==> config.mk <==
export PLATFORM = sky130hd
export DESIGN_NAME = grant_ack_tracker
export DESIGN_NICKNAME = d
export VERILOG_FILES = /design/src/rtl/grant_ack_tracker.sv
export SDC_FILE = /design/constraint.sdc
export NUM_CORES = 1
export LEC_CHECK = 0
export BUFFER_PORTS_ARGS = -buffer_cell sky130_fd_sc_hd__buf_2
export CAP_MARGIN = 10
export CORE_MARGIN = 4
export CORE_UTILIZATION = 35
export CTS_BUF_LIST = sky130_fd_sc_hd__clkbuf_8
export CTS_CLUSTER_SIZE = 24
export DETAILED_ROUTE_END_ITERATION = 6
export PLACE_DENSITY = 0.76
export SYNTH_ARGS = -nofsm -noshare
export SYNTH_HDL_FRONTEND = slang
export SYNTH_SLANG_ARGS = --single-unit
export TNS_END_PERCENT = 50
==> constraint.sdc <==
create_clock -name clock -period 5.3 [get_ports clock]
set_clock_uncertainty 0.2 [all_clocks]
set_input_delay 1.59 -clock clock [delete_from_list [all_inputs] [get_ports clock]]
set_output_delay 1.59 -clock clock [all_outputs]
set_load 0.03 [all_outputs]
==> src/rtl/grant_ack_tracker.sv <==
// grant_ack_tracker: forwards TileLink D beats to the response consumer, finds the last beat of
// each message, and queues one GrantAck sink per completed Grant/GrantData for the E-source stage.
module grant_ack_tracker #(
    parameter int SINK_BITS   = 3,
    parameter int SOURCE_BITS = 4,
    parameter int DATA_BITS   = 64,
    parameter int ACK_DEPTH   = 2
) (
    input  logic                   clock,
    input  logic                   reset,
    output logic                   io_d_ready,
    input  logic                   io_d_valid,
    input  logic [2:0]             io_d_bits_opcode,
    input  logic [3:0]             io_d_bits_size,
    input  logic [SOURCE_BITS-1:0] io_d_bits_source,
    input  logic [SINK_BITS-1:0]   io_d_bits_sink,
    input  logic                   io_d_bits_denied,
    input  logic [DATA_BITS-1:0]   io_d_bits_data,
    input  logic                   io_resp_ready,
    output logic                   io_resp_valid,
    output logic [2:0]             io_resp_bits_opcode,
    output logic [3:0]             io_resp_bits_size,
    output logic [SOURCE_BITS-1:0] io_resp_bits_source,
    output logic [SINK_BITS-1:0]   io_resp_bits_sink,
    output logic                   io_resp_bits_denied,
    output logic [DATA_BITS-1:0]   io_resp_bits_data,
    output logic                   io_resp_bits_last,
    input  logic                   io_req_ready,
    output logic                   io_req_valid,
    output logic [SINK_BITS-1:0]   io_req_bits_sink
);
    localparam int LG_BB = $clog2(DATA_BITS / 8);
    localparam int PTR_W = $clog2(ACK_DEPTH);
    localparam int CNT_W = $clog2(ACK_DEPTH + 1);

    localparam logic [2:0] OP_ACCESS_ACK_DATA = 3'd1;
    localparam logic [2:0] OP_GRANT           = 3'd4;
    localparam logic [2:0] OP_GRANT_DATA      = 3'd5;

    logic [7:0]           beat_cnt_q, beat_cnt_d;
    logic [PTR_W-1:0]     wr_ptr_q, wr_ptr_d;
    logic [PTR_W-1:0]     rd_ptr_q, rd_ptr_d;
    logic [CNT_W-1:0]     ack_cnt_q, ack_cnt_d;
    logic [SINK_BITS-1:0] ack_mem_q [ACK_DEPTH];
    logic [SINK_BITS-1:0] ack_mem_d [ACK_DEPTH];

    logic        has_data, is_grant, multi_beat, last, ack_full;
    logic        gate, fire, push, pop;
    logic [3:0]  beat_shift;
    logic [15:0] beats_m1;

    always_comb begin
        has_data   = (io_d_bits_opcode == OP_ACCESS_ACK_DATA) || (io_d_bits_opcode == OP_GRANT_DATA);
        is_grant   = (io_d_bits_opcode == OP_GRANT) || (io_d_bits_opcode == OP_GRANT_DATA);
        beat_shift = io_d_bits_size - 4'(LG_BB);
        multi_beat = has_data && (io_d_bits_size > 4'(LG_BB));
        beats_m1   = multi_beat ? ((16'd1 << beat_shift) - 16'd1) : 16'd0;
        last       = ({8'd0, beat_cnt_q} == beats_m1);
        ack_full   = (ack_cnt_q == CNT_W'(ACK_DEPTH));

        // NOTE: reset is folded into the handshakes so they stay low even before the first reset edge.
        gate          = reset && !(is_grant && last && ack_full);
        io_d_ready    = io_resp_ready && gate;
        io_resp_valid = io_d_valid && gate;
        fire          = io_d_valid && io_d_ready;
        push          = fire && is_grant && last;

        io_req_valid     = reset && (ack_cnt_q != '0);
        io_req_bits_sink = ack_mem_q[rd_ptr_q];
        pop              = io_req_valid && io_req_ready;
    end

    assign io_resp_bits_opcode = io_d_bits_opcode;
    assign io_resp_bits_size   = io_d_bits_size;
    assign io_resp_bits_source = io_d_bits_source;
    assign io_resp_bits_sink   = io_d_bits_sink;
    assign io_resp_bits_denied = io_d_bits_denied;
    assign io_resp_bits_data   = io_d_bits_data;
    assign io_resp_bits_last   = last;

    always_comb begin
        beat_cnt_d = beat_cnt_q;
        if (fire) begin
            beat_cnt_d = last ? 8'd0 : beat_cnt_q + 8'd1;
        end

        wr_ptr_d  = wr_ptr_q;
        rd_ptr_d  = rd_ptr_q;
        ack_mem_d = ack_mem_q;
        if (push) begin
            ack_mem_d[wr_ptr_q] = io_d_bits_sink;
            wr_ptr_d            = wr_ptr_q + 1'b1;
        end
        if (pop) begin
            rd_ptr_d = rd_ptr_q + 1'b1;
        end
        ack_cnt_d = ack_cnt_q + CNT_W'(push) - CNT_W'(pop);
    end

    // NOTE: sequential state is updated only with non-blocking assignments so all flops see pre-edge values.
    always_ff @(posedge clock) begin
        if (!reset) begin
            beat_cnt_q <= '0;
            wr_ptr_q   <= '0;
            rd_ptr_q   <= '0;
            ack_cnt_q  <= '0;
        end else begin
            beat_cnt_q <= beat_cnt_d;
            wr_ptr_q   <= wr_ptr_d;
            rd_ptr_q   <= rd_ptr_d;
            ack_cnt_q  <= ack_cnt_d;
        end
    end

    // NOTE: the ack payload is not reset; entries are only read while ack_cnt_q marks them valid.
    always_ff @(posedge clock) begin
        ack_mem_q <= ack_mem_d;
    end

`ifndef SYNTHESIS
    always_ff @(posedge clock) begin
        if (reset && io_d_valid) begin
            assert (beats_m1 < 16'd256);
        end
    end
`endif

endmodule

==> results.sh <==
export IMPL_run_status="finished clean"
export IMPL_layout_core_utilization_pct=34.4
export IMPL_synth_ff_latch_count=18
export IMPL_cp_data_required_time_ps=3510
export IMPL_place_congestion=0.859
export IMPL_share_of_the_clock_period_used_by_the_worst_path_after_layout_pct=99.0
export IMPL_detail_route_wl_per_cell_um=12.9
export IMPL_yosys_synthesis_warning_count=0
export IMPL_finish_net_count=284
export IMPL_number_of_enable_type_register_cells_in_the_synthesized_netlist=6
export IMPL_floorplan_die_area_sq_um=6720
export IMPL_design_portCount=170
export IMPL_drtIter0Drc=40
export IMPL_synthesis_area_sq_um=1910
export IMPL_finalCriticalPeriod_ps=5250
export IMPL_tightest_slew_ps=359
export IMPL_worst_min_path_start="wr_ptr_q$_SDFFE_PN0P_"
export IMPL_cell_taking_the_most_area_after_synthesis="sky130_fd_sc_hd__buf_4"
export IMPL_synth_top_cells_by_area="sky130_fd_sc_hd__buf_4 (31%), sky130_fd_sc_hd__dfxtp_1 (13%), sky130_fd_sc_hd__edfxtp_1 (9.4%), sky130_fd_sc_hd__nor2_1 (3.1%), sky130_fd_sc_hd__ha_1 (2.6%)"
export IMPL_post_synth_top_area_fraction_pct=31.4
export IMPL_syn_avg_cell_area_sq_um=8.32
export IMPL_dr_pass1_iters=5
export IMPL_max_cap_viol_count=0
export IMPL_ant_diodes=0
export IMPL_cp_data_arrival_time_ps=3460
export IMPL_clockBufferDepth=2
export IMPL_design_power_total_uw=328
export IMPL_setup_slack_ps=52.7
export IMPL_p_leak_uw=0.000730
export IMPL_max_slew_margin_rel_pct=75.9
export IMPL_path_clk_slew_ps=60
export IMPL_vdd_ir_drop_max_uv=112
export IMPL_first_pass_grt_wire_length_mm=5.40
export IMPL_drive_above_1_share_pct=37.4
export IMPL_dieHeight_um=82.0
export IMPL_initial_core_util_pct=36.8
export IMPL_largest_net_degree_at_the_start_of_global_routing=12
export IMPL_final_antenna_net_count=0
export IMPL_rsz_0062_raised_after_global_routing="true"
export IMPL_hold_depth=2
export IMPL_later_pin_clock_latency_in_the_skew_report_ps=250
export IMPL_drt_wirelength_mm=3.41
export IMPL_worst_r2r_cell_count=13
export IMPL_regToRegStartpoint="beat_cnt_q[5]$_SDFFE_PN0N_"
export IMPL_final_max_slew_violation_count=0
export IMPL_grt_remaining_overflow=0
export IMPL_worst_path_max_fanout=6
export IMPL_max_freq_mhz=191
export IMPL_finalInstanceArea_sq_um=1790
export IMPL_route_detailed_drc=0
export IMPL_hpwl_mm=2.61
export IMPL_synth_seq_area_share_pct=22.0
export IMPL_r2r_end="ack_cnt_q[1]$_SDFF_PN0_"
export IMPL_yosys_most_used_dff="sky130_fd_sc_hd__dfxtp_1"
export IMPL_layout_common_cells="sky130_fd_sc_hd__buf_2 (25), sky130_fd_sc_hd__buf_4 (15), sky130_fd_sc_hd__nor2_1 (14)"
export IMPL_async_flop_share_pct=0
export IMPL_cts_hold_repair_buffers=0
export IMPL_mostFrequentLayoutCell="sky130_fd_sc_hd__buf_2"
export IMPL_core_area_sq_um=5200
export IMPL_power_density_nw_per_um2=183
export IMPL_number_of_placement_rows=26
export IMPL_die_width_um=82.0
export IMPL_hold_path_class="flop to flop"
export IMPL_post_place_ws_ps=-79.3
export IMPL_first_global_vias=1204
export IMPL_tritoncts_num_buffers=3
export IMPL_reg2reg_setup_slack_ps=2520
export IMPL_clock_sinks=18
export IMPL_gr_usage_all_layers_pct=10.2
export IMPL_finalHoldViolCount=0
export IMPL_cts_htree_levels=1
export IMPL_post_synth_inst_count=230
export IMPL_route_vias_total=1329
export IMPL_report_final_setup_viol=0
export IMPL_antenna_found_initial=0
export IMPL_tritoncts="yes"
export IMPL_place_port_buffers=31
export IMPL_fin_setup_tns_ps=0
export IMPL_timing_worst_setup_path_type="input port to output pin"
export IMPL_worstHoldEndpoint="wr_ptr_q$_SDFFE_PN0P_"
export IMPL_worst_setup_path_end_kind="output pin"
export IMPL_vias_per_cell=5.02
export IMPL_worst_setup_path_start_kind="input port"
export IMPL_synth_cell_type_count=53
export IMPL_area_overhead_of_the_layout_relative_to_synthesis_pct=-6.47
export IMPL_cts_root_buf="sky130_fd_sc_hd__clkbuf_8"
export IMPL_synth_nets=318
export IMPL_postPlaceCellArea_sq_um=1650
==> worst max-delay path, stage by stage <==
cell                       delay (ps)
sky130_fd_sc_hd__buf_8            100
sky130_fd_sc_hd__and2_4           160
sky130_fd_sc_hd__nand2_4           70
sky130_fd_sc_hd__ha_4             160
sky130_fd_sc_hd__or4b_4           460
sky130_fd_sc_hd__a211oi_2         190
sky130_fd_sc_hd__o2111a_2         240
sky130_fd_sc_hd__o211ai_1         140
sky130_fd_sc_hd__and3_4           210
sky130_fd_sc_hd__buf_6            130
==> stage by stage <==
step                hold slack (ps)  instances
floorplan                       251        230
global placement                263        259
finish                          281        265
global route                    316        265
detailed placement              276        259
CTS                             286        263
==> synth_stat cells (2+ instances only) <==
library cell	number
sky130_fd_sc_hd__o21ai_0	5
sky130_fd_sc_hd__and2_1	3
sky130_fd_sc_hd__and3b_1	2
sky130_fd_sc_hd__and3_1	4
sky130_fd_sc_hd__nor2_1	16
sky130_fd_sc_hd__mux2_2	3
sky130_fd_sc_hd__buf_2	3
sky130_fd_sc_hd__o211ai_1	2
sky130_fd_sc_hd__inv_1	7
sky130_fd_sc_hd__xor2_1	3
sky130_fd_sc_hd__nand3b_1	3
sky130_fd_sc_hd__nand3_1	3
sky130_fd_sc_hd__nor4_1	2
sky130_fd_sc_hd__edfxtp_1	6
sky130_fd_sc_hd__buf_4	80
sky130_fd_sc_hd__or3_1	3
sky130_fd_sc_hd__ha_1	4
sky130_fd_sc_hd__nand4_1	3
sky130_fd_sc_hd__o31ai_1	2
sky130_fd_sc_hd__nor2b_1	4
sky130_fd_sc_hd__dfxtp_1	12
sky130_fd_sc_hd__nand2_1	8
sky130_fd_sc_hd__xnor2_1	4
sky130_fd_sc_hd__o21a_1	2
sky130_fd_sc_hd__a32o_1	2
sky130_fd_sc_hd__nor3_1	4
sky130_fd_sc_hd__mux2i_1	2
sky130_fd_sc_hd__nand2b_1	4
sky130_fd_sc_hd__a31o_2	2
sky130_fd_sc_hd__a21oi_1	9
==> area by class of cell <==
cell class                 instances  area (sq um)
fill                             540          3410
tap                               70          87.6
inverter                           7          26.3
multi-input combinational        119           891
clock inverter                     1          3.75
sequential                        18           420
timing repair buffer              47           320
clock buffer                       3          41.3
==> layer usage <==
layer | GRT usage (%) | vias up | wire (um)
li1 | - | 651 | -
met1 | 12.8 | 617 | 1490
met2 | 15.4 | 44 | 1560
met3 | 2.96 | 17 | 271
met4 | 5.65 | 0 | 89
met5 | 0 | - | 0
==> logic make-up after synthesis <==
logic type               count (synthesis)  synth area share [%]
AO/OA/AOI/OAI                           35                  14.2
multiplexers                             5                  2.81
XOR/XNOR                                 7                  3.20
AND/OR/NAND/NOR                         68                  20.5
buffers and inverters                   93                  34.7
flip-flops                              18                  22.0
adder cells (fa/ha/maj)                  4                  2.61
==> registers in the layout, indices dropped and copies added, names as in the netlist <==
| name | flops |
|---|---|
| wr_ptr_q | 1 |
| rd_ptr_q | 1 |
| beat_cnt_q | 8 |
| ack_mem_q | 6 |
| ack_cnt_q | 2 |
==> worst max-delay path by stage <==
stage	from	endpoint	slack (ps)	cells after the start
5_1_grt	io_d_bits_size[1]	io_d_ready	-30	11
3_5_place_dp	io_d_bits_size[3]	io_resp_valid	-80	11
3_3_place_gp	io_d_bits_size[3]	io_d_ready	-60	11
6_report	io_d_bits_size[0]	io_d_ready	50	10
4_1_cts	io_d_bits_size[3]	io_resp_valid	3	12
2_1_floorplan	io_d_bits_size[2]	io_d_ready	3	11
==> repair_timing <==
action                                  CTS  global route
resized for setup                        10            13
setup buffers                             0             2
endpoints found under the setup margin    2             3
pin swaps                                 9             8
==> power by group <==
group	switching [uW]	internal (uW)	leakage, uW
registers	1.98	144	0.000151
logic	46.4	39.2	0.000556
clock network	44.9	51.5	0.0000231
Note: power is estimated with default switching activity, not from simulation.
